===== config.mk =====
export PLATFORM = sky130hd
export DESIGN_NAME = rename
export DESIGN_NICKNAME = d
export VERILOG_FILES = /design/src/rtl/rename.sv
export SDC_FILE = /design/constraint.sdc
export NUM_CORES = 1
export LEC_CHECK = 0
export CAP_MARGIN = 20
export CELL_PAD_IN_SITES_DETAIL_PLACEMENT = 1
export CELL_PAD_IN_SITES_GLOBAL_PLACEMENT = 1
export CORE_ASPECT_RATIO = 0.9
export CORE_MARGIN = 5
export CORE_UTILIZATION = 40
export DETAILED_ROUTE_END_ITERATION = 10
export PLACE_DENSITY = 0.77
export SYNTH_ARGS = -nofsm -noshare
export SYNTH_HDL_FRONTEND = slang
export SYNTH_SLANG_ARGS = --single-unit

===== constraint.sdc =====
create_clock -name clk -period 3.8 [get_ports clk]
set_input_delay 0.38 -clock clk [delete_from_list [all_inputs] [get_ports clk]]
set_output_delay 0.38 -clock clk [all_outputs]
set_load 0.005 [all_outputs]

===== src/rtl/rename.sv =====
`default_nettype none
// ============================================================================
// Module   : rename
// Purpose  : Register-rename stage. Maps architectural source/destination
//            registers of a decoded instruction onto physical tags using a
//            register alias table (RAT) and a circular free list of
//            physical registers. Output is a single registered stage with a
//            valid/ready handshake.
// Ports    : clk, rst            - clock, synchronous active-high reset
//            in_valid/in_ready   - decode -> rename handshake
//            instr_in, pc_in, c_sig_in, alu_sig_in, imm_in - decoded fields
//            free_valid/free_preg - physical register returned by retire
//            out_valid/out_ready - rename -> issue/ROB handshake
//            instr_out..imm_out  - registered copies of the inputs
//            prs1, prs2          - physical source tags (0 when unused)
//            prd, old_prd        - new destination tag / previous mapping
//            rd_valid            - instruction allocated a destination
// Revision : 1.0 - initial release
// ============================================================================
module rename #(
  parameter int ARCH_REGS = 32,
  parameter int PHYS_REGS = 64
) (
  input  logic        clk,
  input  logic        rst,
  // decode side
  input  logic        in_valid,
  output logic        in_ready,
  input  logic [31:0] instr_in,
  input  logic [11:0] pc_in,
  input  logic [6:0]  c_sig_in,
  input  logic [2:0]  alu_sig_in,
  input  logic [31:0] imm_in,
  // retire side
  input  logic        free_valid,
  input  logic [$clog2(PHYS_REGS)-1:0] free_preg,
  // issue side
  output logic        out_valid,
  input  logic        out_ready,
  output logic [31:0] instr_out,
  output logic [11:0] pc_out,
  output logic [6:0]  c_sig_out,
  output logic [2:0]  alu_sig_out,
  output logic [31:0] imm_out,
  output logic [$clog2(PHYS_REGS)-1:0] prs1,
  output logic [$clog2(PHYS_REGS)-1:0] prs2,
  output logic [$clog2(PHYS_REGS)-1:0] prd,
  output logic [$clog2(PHYS_REGS)-1:0] old_prd,
  output logic        rd_valid
);

  localparam int TAG_W    = $clog2(PHYS_REGS);
  localparam int FL_DEPTH = PHYS_REGS - ARCH_REGS;
  localparam int PTR_W    = $clog2(FL_DEPTH);
  localparam int CNT_W    = PTR_W + 1;

  localparam logic [6:0] OP_RTYPE = 7'b0110011;
  localparam logic [6:0] OP_ITYPE = 7'b0010011;
  localparam logic [6:0] OP_LUI   = 7'b0110111;
  localparam logic [6:0] OP_LOAD  = 7'b0000011;
  localparam logic [6:0] OP_STORE = 7'b0100011;

  // --------------------------------------------------------------------------
  // State
  // --------------------------------------------------------------------------
  logic [TAG_W-1:0] rat_q [ARCH_REGS];
  logic [TAG_W-1:0] rat_d [ARCH_REGS];
  logic [TAG_W-1:0] fl_q  [FL_DEPTH];
  logic [TAG_W-1:0] fl_d  [FL_DEPTH];
  logic [PTR_W-1:0] head_q, head_d;
  logic [PTR_W-1:0] tail_q, tail_d;
  logic [CNT_W-1:0] count_q, count_d;

  logic             out_valid_q, out_valid_d;
  logic [31:0]      instr_out_q, instr_out_d;
  logic [11:0]      pc_out_q, pc_out_d;
  logic [6:0]       c_sig_out_q, c_sig_out_d;
  logic [2:0]       alu_sig_out_q, alu_sig_out_d;
  logic [31:0]      imm_out_q, imm_out_d;
  logic [TAG_W-1:0] prs1_q, prs1_d;
  logic [TAG_W-1:0] prs2_q, prs2_d;
  logic [TAG_W-1:0] prd_q, prd_d;
  logic [TAG_W-1:0] old_prd_q, old_prd_d;
  logic             rd_valid_q, rd_valid_d;

  // --------------------------------------------------------------------------
  // Decode of the fields rename cares about
  // --------------------------------------------------------------------------
  logic [6:0] opcode;
  logic [4:0] rs1_a, rs2_a, rd_a;
  logic       needs_rd, uses_rs1, uses_rs2;
  logic       out_slot_free, fire, alloc, free_ok;

  assign opcode = instr_in[6:0];
  assign rd_a   = instr_in[11:7];
  assign rs1_a  = instr_in[19:15];
  assign rs2_a  = instr_in[24:20];

  always_comb begin
    needs_rd = 1'b0;
    case (opcode)
      OP_RTYPE, OP_ITYPE, OP_LUI, OP_LOAD: needs_rd = (rd_a != 5'd0);
      default:                             needs_rd = 1'b0;
    endcase
  end

  assign uses_rs1 = (opcode != OP_LUI);
  assign uses_rs2 = (opcode == OP_RTYPE) || (opcode == OP_STORE);

  // The output stage can take a new instruction when it is empty or being
  // drained this cycle. A free arriving this cycle is not visible to count_q,
  // so an allocation stalled at count==0 releases only on the next cycle.
  assign out_slot_free = !out_valid_q || out_ready;
  assign in_ready      = out_slot_free && (!needs_rd || (count_q != '0));
  assign fire          = in_valid && in_ready;
  assign alloc         = fire && needs_rd;
  // p0 is the permanent home of x0 and must never re-enter the free list;
  // a free into a full list has nowhere to go and is dropped.
  assign free_ok       = free_valid && (free_preg != '0) &&
                         (count_q < CNT_W'(FL_DEPTH));

  // --------------------------------------------------------------------------
  // Next-state logic
  // --------------------------------------------------------------------------
  always_comb begin
    rat_d         = rat_q;
    fl_d          = fl_q;
    head_d        = head_q;
    tail_d        = tail_q;
    count_d       = count_q + CNT_W'(free_ok) - CNT_W'(alloc);

    out_valid_d   = out_valid_q;
    instr_out_d   = instr_out_q;
    pc_out_d      = pc_out_q;
    c_sig_out_d   = c_sig_out_q;
    alu_sig_out_d = alu_sig_out_q;
    imm_out_d     = imm_out_q;
    prs1_d        = prs1_q;
    prs2_d        = prs2_q;
    prd_d         = prd_q;
    old_prd_d     = old_prd_q;
    rd_valid_d    = rd_valid_q;

    if (fire) begin
      out_valid_d   = 1'b1;
      instr_out_d   = instr_in;
      pc_out_d      = pc_in;
      c_sig_out_d   = c_sig_in;
      alu_sig_out_d = alu_sig_in;
      imm_out_d     = imm_in;
      // Sources read the RAT as it stood before this instruction's own
      // destination update, so "add x1,x1,x1" sees the old mapping of x1.
      prs1_d        = uses_rs1 ? rat_q[rs1_a] : '0;
      prs2_d        = uses_rs2 ? rat_q[rs2_a] : '0;
      if (needs_rd) begin
        prd_d       = fl_q[head_q];
        old_prd_d   = rat_q[rd_a];
        rd_valid_d  = 1'b1;
        rat_d[rd_a] = fl_q[head_q];   // rd_a != 0 is implied by needs_rd
        head_d      = head_q + PTR_W'(1);
      end else begin
        prd_d       = '0;
        old_prd_d   = '0;
        rd_valid_d  = 1'b0;
      end
    end else if (out_ready) begin
      out_valid_d   = 1'b0;
    end

    if (free_ok) begin
      fl_d[tail_q] = free_preg;
      tail_d       = tail_q + PTR_W'(1);
    end
  end

  // --------------------------------------------------------------------------
  // Registers
  // --------------------------------------------------------------------------
  always_ff @(posedge clk) begin
    if (rst) begin
      for (int i = 0; i < ARCH_REGS; i++) rat_q[i] <= TAG_W'(i);
      for (int k = 0; k < FL_DEPTH; k++)  fl_q[k]  <= TAG_W'(ARCH_REGS + k);
      head_q        <= '0;
      tail_q        <= '0;
      count_q       <= CNT_W'(FL_DEPTH);
      out_valid_q   <= 1'b0;
      instr_out_q   <= '0;
      pc_out_q      <= '0;
      c_sig_out_q   <= '0;
      alu_sig_out_q <= '0;
      imm_out_q     <= '0;
      prs1_q        <= '0;
      prs2_q        <= '0;
      prd_q         <= '0;
      old_prd_q     <= '0;
      rd_valid_q    <= 1'b0;
    end else begin
      rat_q         <= rat_d;
      fl_q          <= fl_d;
      head_q        <= head_d;
      tail_q        <= tail_d;
      count_q       <= count_d;
      out_valid_q   <= out_valid_d;
      instr_out_q   <= instr_out_d;
      pc_out_q      <= pc_out_d;
      c_sig_out_q   <= c_sig_out_d;
      alu_sig_out_q <= alu_sig_out_d;
      imm_out_q     <= imm_out_d;
      prs1_q        <= prs1_d;
      prs2_q        <= prs2_d;
      prd_q         <= prd_d;
      old_prd_q     <= old_prd_d;
      rd_valid_q    <= rd_valid_d;
    end
  end

  assign out_valid   = out_valid_q;
  assign instr_out   = instr_out_q;
  assign pc_out      = pc_out_q;
  assign c_sig_out   = c_sig_out_q;
  assign alu_sig_out = alu_sig_out_q;
  assign imm_out     = imm_out_q;
  assign prs1        = prs1_q;
  assign prs2        = prs2_q;
  assign prd         = prd_q;
  assign old_prd     = old_prd_q;
  assign rd_valid    = rd_valid_q;

endmodule
`default_nettype wire


==> results of run 1 <==
==> cell families (layout without fill, tap and decap cells) <==
kind of cell    after synthesis  in the layout
flops                       512            512
mux                         247            247
fa+ha+maj                    14             14
xor+xnor                     11             11
simple gates               1095           1095
other cells                   0              2
buf+inv                     283            433
compound gates              639            639
==> through the flow <==
step	area, um2	setup slack (ns)	power (mW)
CTS	29500	0.440	12.5
floorplan	24800	0.643	6.43
global placement	27700	0.296	7.10
global route	29500	0.359	12.9
finish	29500	0.434	12.5
detailed placement	27700	0.206	7.14
==> area by class of cell <==
class,instances,area (um2),share of cell area [%]
Antenna cell,2,5.00,0.0170
Clock buffer,85,1680,5.70
Clock inverter,18,126,0.428
Inverter,15,61.3,0.208
Multi-Input combinational cell,2006,13400,45.3
Sequential cell,512,10300,34.7
Tap cell,792,991,3.36
Timing Repair Buffer,315,3040,10.3
==> registers in the layout, summed over array words and instances (netlist names), 6 cells and up <==
name / cells
c_sig_out: 7
count_q: 6
fl_q: 192
imm_out: 32
instr_out: 32
old_prd: 6
pc_out: 12
prd: 6
prs1: 6
prs2: 6
rat_q: 192
==> per-layer routing <==
metal	global-route usage (%)	part of all wire [%]
met1	36.9	41
met2	44.8	45
met3	6.79	9.4
met4	9.51	3.7
met5	0	0.093
==> final timing paths <==
| path | from | end | slack, ns | cells past startpoint |
|---|---|---|---|---|
| setup / recovery | count_q[5] | in_ready | 0.43 | 6 |
| hold / removal | instr_in[8] | instr_out[8] | 0.24 | 3 |
| setup reg to reg | head_q[1] | rat_q[98] | 0.56 | 7 |
| hold reg to reg | instr_out[1] | instr_out[1] | 0.46 | 2 |
==> power by group <==
part | total, mW | switching (mW) | internal, mW
sequential | 5.52 | 0.0562 | 5.46
combinational | 1.53 | 0.975 | 0.560
clock | 5.43 | 2.38 | 3.05
==> worst register-to-register path: stages (launching register included) <==
cell	delay, ns
dfxtp_2	0.52
buf_4	0.45
mux4_2	0.59
o21ai_0	0.34
o31a_1	0.36
or2_2	0.39
buf_4	0.25
o311ai_0	0.16
==> cells in the mapped netlist (all sizes together) (14+ instances only) <==
cell	number	area share (%)
a21oi	269	5.4
a22oi	22	0.67
nand3	324	6.5
mux4	135	12
or2	18	0.45
nor2b	25	0.63
nand2	539	8.2
o22ai	72	1.8
buf	110	2.4
a211oi	47	1.5
nor4	31	0.86
dfxtp	512	41
clkbuf	158	2.4
a221oi	36	1.3
inv	14	0.21
nor2	94	1.4
mux2i	100	4.0
o21ai	123	2.5
a31o	20	0.71
==> cells in the final DEF, fill, tap and decap left out, types with 18 or more instances in the layout <==
cell type        count
nand2_1            532
dfxtp_1            510
nand3_1            324
a21oi_1            269
clkdlybuf4s50_1    202
mux4_2             134
o21ai_0            109
mux2i_1            100
buf_4               96
nor2_1              94
o22ai_1             72
clkbuf_16           58
a211oi_1            44
a221oi_1            36
nor4_1              28
nor2b_1             25
a22oi_1             22
a31o_2              18
==> summary.txt, run 1 <==
STA
  • RSZ-0062 raised after global routing: no
  • Slew @ Worst Pin: 1.07 ns
  • Achievable Freq: 297 MHz
  • Fin crit share: 88.6%
  • Final setup viols: 0
  • Sum Neg Setup Slack: 0 ns
  • Worst hold slack: 0.240 ns
  • Max_slew headroom: 28.8%
  • Hold Fails Final Rpt: 0
  • Clk_skew: 0.0337 ns
  • Final Max Tran Viols: 0
  • Post-layout min period: 3.37 ns

Clocking
  • CTS tree: done
  • Inserted Clock Buffers: 57
  • Clock latency on the worst-skew pair: 0.64 ns
  • Clock sink count: 512
  • Post_cts resized: 0
  • Hold-fix buffers, CTS: 0
  • H-tree levels: 2
  • Clock tree buffer depth: 3
  • CTS clk-pin slew, worst paths: 0.06 ns
  • Root buf cell: clkbuf_16
  • Post-CTS Setup Repair Bufs: 0

Route
  • Wire length per cell after detailed routing: 25.8 um
  • 1st-iter DRT viols: 2466
  • Vias: 23.7k
  • Antenna violation net count after detailed routing: 0
  • Post-Route WL: 96700 um
  • DR vias/cell: 6.32
  • Drt first pass iters: 7
  • DRC errors left: 0

Power and ir drop
  • Peak supply drop: 0.000364 V
  • P per Cell Area: 423 nW/um2
  • Pleak: 10.4 nW

Synth
  • Sequential share of the synthesized area: 41.3%
  • Combinational family with the most area after synthesis: simple AND/OR/NAND/NOR gates
  • Post-synthesis cell type count: 73
  • Post-Synthesis Cells: 2801
  • EDFF count, synth: 0
  • Post-Synth Simple-Gate Area: 20.0%
  • XOR/XNOR Fraction of Synth Area: 0.388%
  • Main synth FF type: dfxtp_1
  • Syn. warnings: 0
  • Multiplexer share of the synthesized area: 16.9%
  • Synth Register Bits: 512
  • Compound-gate portion of the synthesized area: 15.7%
  • Ys async rst share: 0%
  • Adder-cell area share of the yosys netlist: 0.736%
  • Mapped Nets: 2912
  • Synthesized area per cell: 8.86 um2
  • Cell area after synthesis: 24800 um2

Cells and area
  • Finished Core Util: 48.1%
  • Layout net count: 3018
  • # fillers: 6963
  • Share of layout cells above drive strength 1: 14.1%
  • Non-Filler Instances: 3745
  • Area growth from synthesis to layout: 19.0%

Placement
  • Placed cell count: 3638
  • Port Buf Inserts: 209
  • Global placement routability congestion: 0.961
  • Hpwl dp: 65000 um

Global routing
  • GRT Util Overall: 27.8%
  • Remaining Overflow, GRT: 0
  • First-pass GRT wire length: 148000 um
  • Initial antenna violation count: 8
  • Vias in the first global route: 24.2k
  • Largest net degree at the start of global routing: 175

Critical path
  • Crit-path leading delay family: simple AND/OR/NAND/NOR gates
  • CP Capture Type: primary output
  • CP Max Fanout: 14
  • Data required, critical path: 3.42 ns
  • Worst-path cell chain: inv_1 -> ha_1 -> nand2_1 -> or3_1 -> o31a_1 -> clkdlybuf4s50_1
  • CP peak stage delay: 0.69 ns
  • Critical Path Slowest Stage Cell: or3_1
  • Crit start category: register
  • Worst setup path class: reg2out
  • Buf/Inv on CP: 2
  • Worst EP arrival: 2.99 ns

Floorplanning
  • Initial Utilization: 40.4%
  • Overall die width: 273 um
  • Core Area: 61300 um2
  • # IOs: 210
  • Die area: 67100 um2
  • Chip height: 246 um
  • # rows: 86

Job
  • Max_cap viols: 0

Worst hold path
  • Hold Path Class: in2reg

Run status
  • Status: completed
No activity file was read; power rests on OpenSTA's default activity.
==> run 2, diff against run 1 <==
- CORE_ASPECT_RATIO: 0.9 -> 0.5
==> run 2 against run 1 <==
Net effect:
- utilization fell by 0.066 points
- final area shrank 0.26%
- largest cell class unchanged
- fmax grew 0.38%
==> summary.txt, run 2 (synthesis gave the netlist of run 1 again) <==
STA
  • Final setup viols: 0
  • Slew @ Worst Pin: 0.945 ns
  • Sum Neg Setup Slack: 0 ns
  • Achievable Freq: 298 MHz
  • Setup ws final: 0.447 ns
  • Final Max Tran Viols: 0
  • Fin crit share: 88.2%
  • RSZ-0062 raised after global routing: no
  • Post-layout min period: 3.35 ns
  • Hold Fails Final Rpt: 0
  • Max_slew headroom: 37.0%
  • Worst hold slack: 0.256 ns
  • Clk_skew: 0.0173 ns

Global routing
  • Initial antenna violation count: 3
  • First-pass GRT wire length: 143000 um
  • Vias in the first global route: 23.8k
  • Remaining Overflow, GRT: 0
  • Largest net degree at the start of global routing: 104
  • GRT Util Overall: 26.9%

Cells and area
  • Share of layout cells above drive strength 1: 14.0%
  • Layout net count: 3007
  • Commonest non-fill, non-tap cell in the layout: nand2_1
  • Most frequent cells in the layout: nand2_1, dfxtp_1, nand3_1
  • Area growth from synthesis to layout: 18.7%
  • Finished Core Util: 48.1%
  • Multi-input logic area: 13400 um2
  • Biggest regs: fl_q (192), rat_q (192)
  • # fillers: 6992
  • Register area: 10300 um2

Floorplanning
  • Die area: 67400 um2
  • Initial Utilization: 40.5%
  • # rows: 64
  • Core Area: 61300 um2
  • Chip height: 186 um
  • # IOs: 210
  • Overall die width: 362 um

Power and ir drop
  • Pleak: 10.4 nW
  • Comb power frac: 12.0%
  • Clock power frac: 44.0%
  • Int Power: 9.21 mW
  • Peak supply drop: 0.000303 V
  • Switch share: 26.4%
  • P per Cell Area: 425 nW/um2
  • Reg power frac: 44.0%
  • Sw Pwr: 3.30 mW

Critical path
  • Worst-path cell chain: buf_4 -> mux4_2 -> nand2_1 -> o21ai_0 -> a211oi_2 -> buf_4 -> or2_2 -> buf_4 -> o22ai_1
  • Critical Path Slowest Stage Cell: dfxtp_2
  • Crit start category: register
  • CP Max Fanout: 19
  • CP peak stage delay: 0.74 ns
  • CP Capture Type: register
  • Worst path most repeated cell: buf_4
  • Worst EP arrival: 3.81 ns
  • Data required, critical path: 4.26 ns
  • Worst setup path class: reg2reg

Placement
  • Global placement routability congestion: 0.912
  • Hpwl dp: 63300 um
  • Port Buf Inserts: 209
  • Pre-CTS setup slack: 0.329 ns

Clocking
  • Post-CTS Setup Repair Bufs: 0
  • Post_cts resized: 0
  • Inserted Clock Buffers: 48
  • Clock tree buffer depth: 3
  • CTS tree: done
  • Clock sink count: 512
  • Hold-fix buffers, CTS: 0
  • Root buf cell: clkbuf_16
  • CTS clk-pin slew, worst paths: 0.07 ns
  • Clock latency on the worst-skew pair: 0.60 ns
  • H-tree levels: 2

Route
  • DR vias/cell: 6.20
  • Antenna violation net count after detailed routing: 0
  • Post-Route WL: 93700 um
  • Wire length per cell after detailed routing: 24.9 um
  • DRC errors left: 0
  • Vias: 23.3k
  • Drt first pass iters: 7
  • 1st-iter DRT viols: 2266

Job
  • Max_cap viols: 0

Run status
  • Status: completed

Worst hold path
  • Hold Path Class: in2reg
## run 2: cell count changes in the layout (fill, tap and decap cells not counted), moves of 2 or more
cell and delta:
clkbuf_1 -10, bufinv_16 +8, clkbuf_16 -8, buf_12 -6, clkinv_2 -6, buf_4 +5
clkinv_4 +2, clkinvlp_4 +2, diode_2 +2
## run 2: worst max-delay path: cells and delay by family, from the launching register on
kind	cells	cell delay, ns
AOI/OAI and AO/OA	3	0.60
buffers and inverters	3	0.77
DFF	1	0.74
muxes	1	0.53
and+or+nand+nor	2	0.52
## run 2: path summary, 6_finish.rpt
path	cells after the start	slack (ns)	end	start
max	9	0.45	rat_q[140]	head_q[1]
min	2	0.26	instr_out[22]	rst
max reg2reg	9	0.45	rat_q[140]	head_q[1]
min reg2reg	2	0.45	fl_q[182]	fl_q[182]
## run 2: power groups by stage
stage | Clock [mW] | Sequential [mW] | Combinational (mW)
floorplan | 0 | 5.63 | 0.803
global placement | 0 | 5.63 | 1.44
detailed placement | 0 | 5.63 | 1.47
CTS | 5.57 | 5.51 | 1.48
global route | 5.80 | 5.52 | 1.58
finish | 5.50 | 5.51 | 1.50
## run 2: area by class of cell
cell class                      instances  area share [%]
Multi-Input combinational cell       2006            45.4
Sequential cell                       512            34.8
Timing Repair Buffer                  313            9.95
Clock buffer                           66            4.86
Tap cell                              825            3.51
Clock inverter                         24            1.21
Inverter                               15           0.208
Antenna cell                            4          0.0340
## run 2: stage by stage
stage / total power [mW] / std cells / instance area [um2]
after floorplan: 6.43 / 2801 / 24800
after global placement: 7.07 / 3671 / 27600
after detailed placement: 7.10 / 3671 / 27600
after CTS: 12.6 / 3761 / 29400
after global routing: 12.9 / 3763 / 29400
final: 12.5 / 3765 / 29400
## run 2: routing by layer
metal  track usage, %  vias to the layer above  part of all wire [%]
li1                 -                    10400                     -
met1             33.0                    11700                    40
met2             45.6                      939                    47
met3             5.13                      310                   6.9
met4             14.1                        2                   5.9
met5                0                        -                 0.019
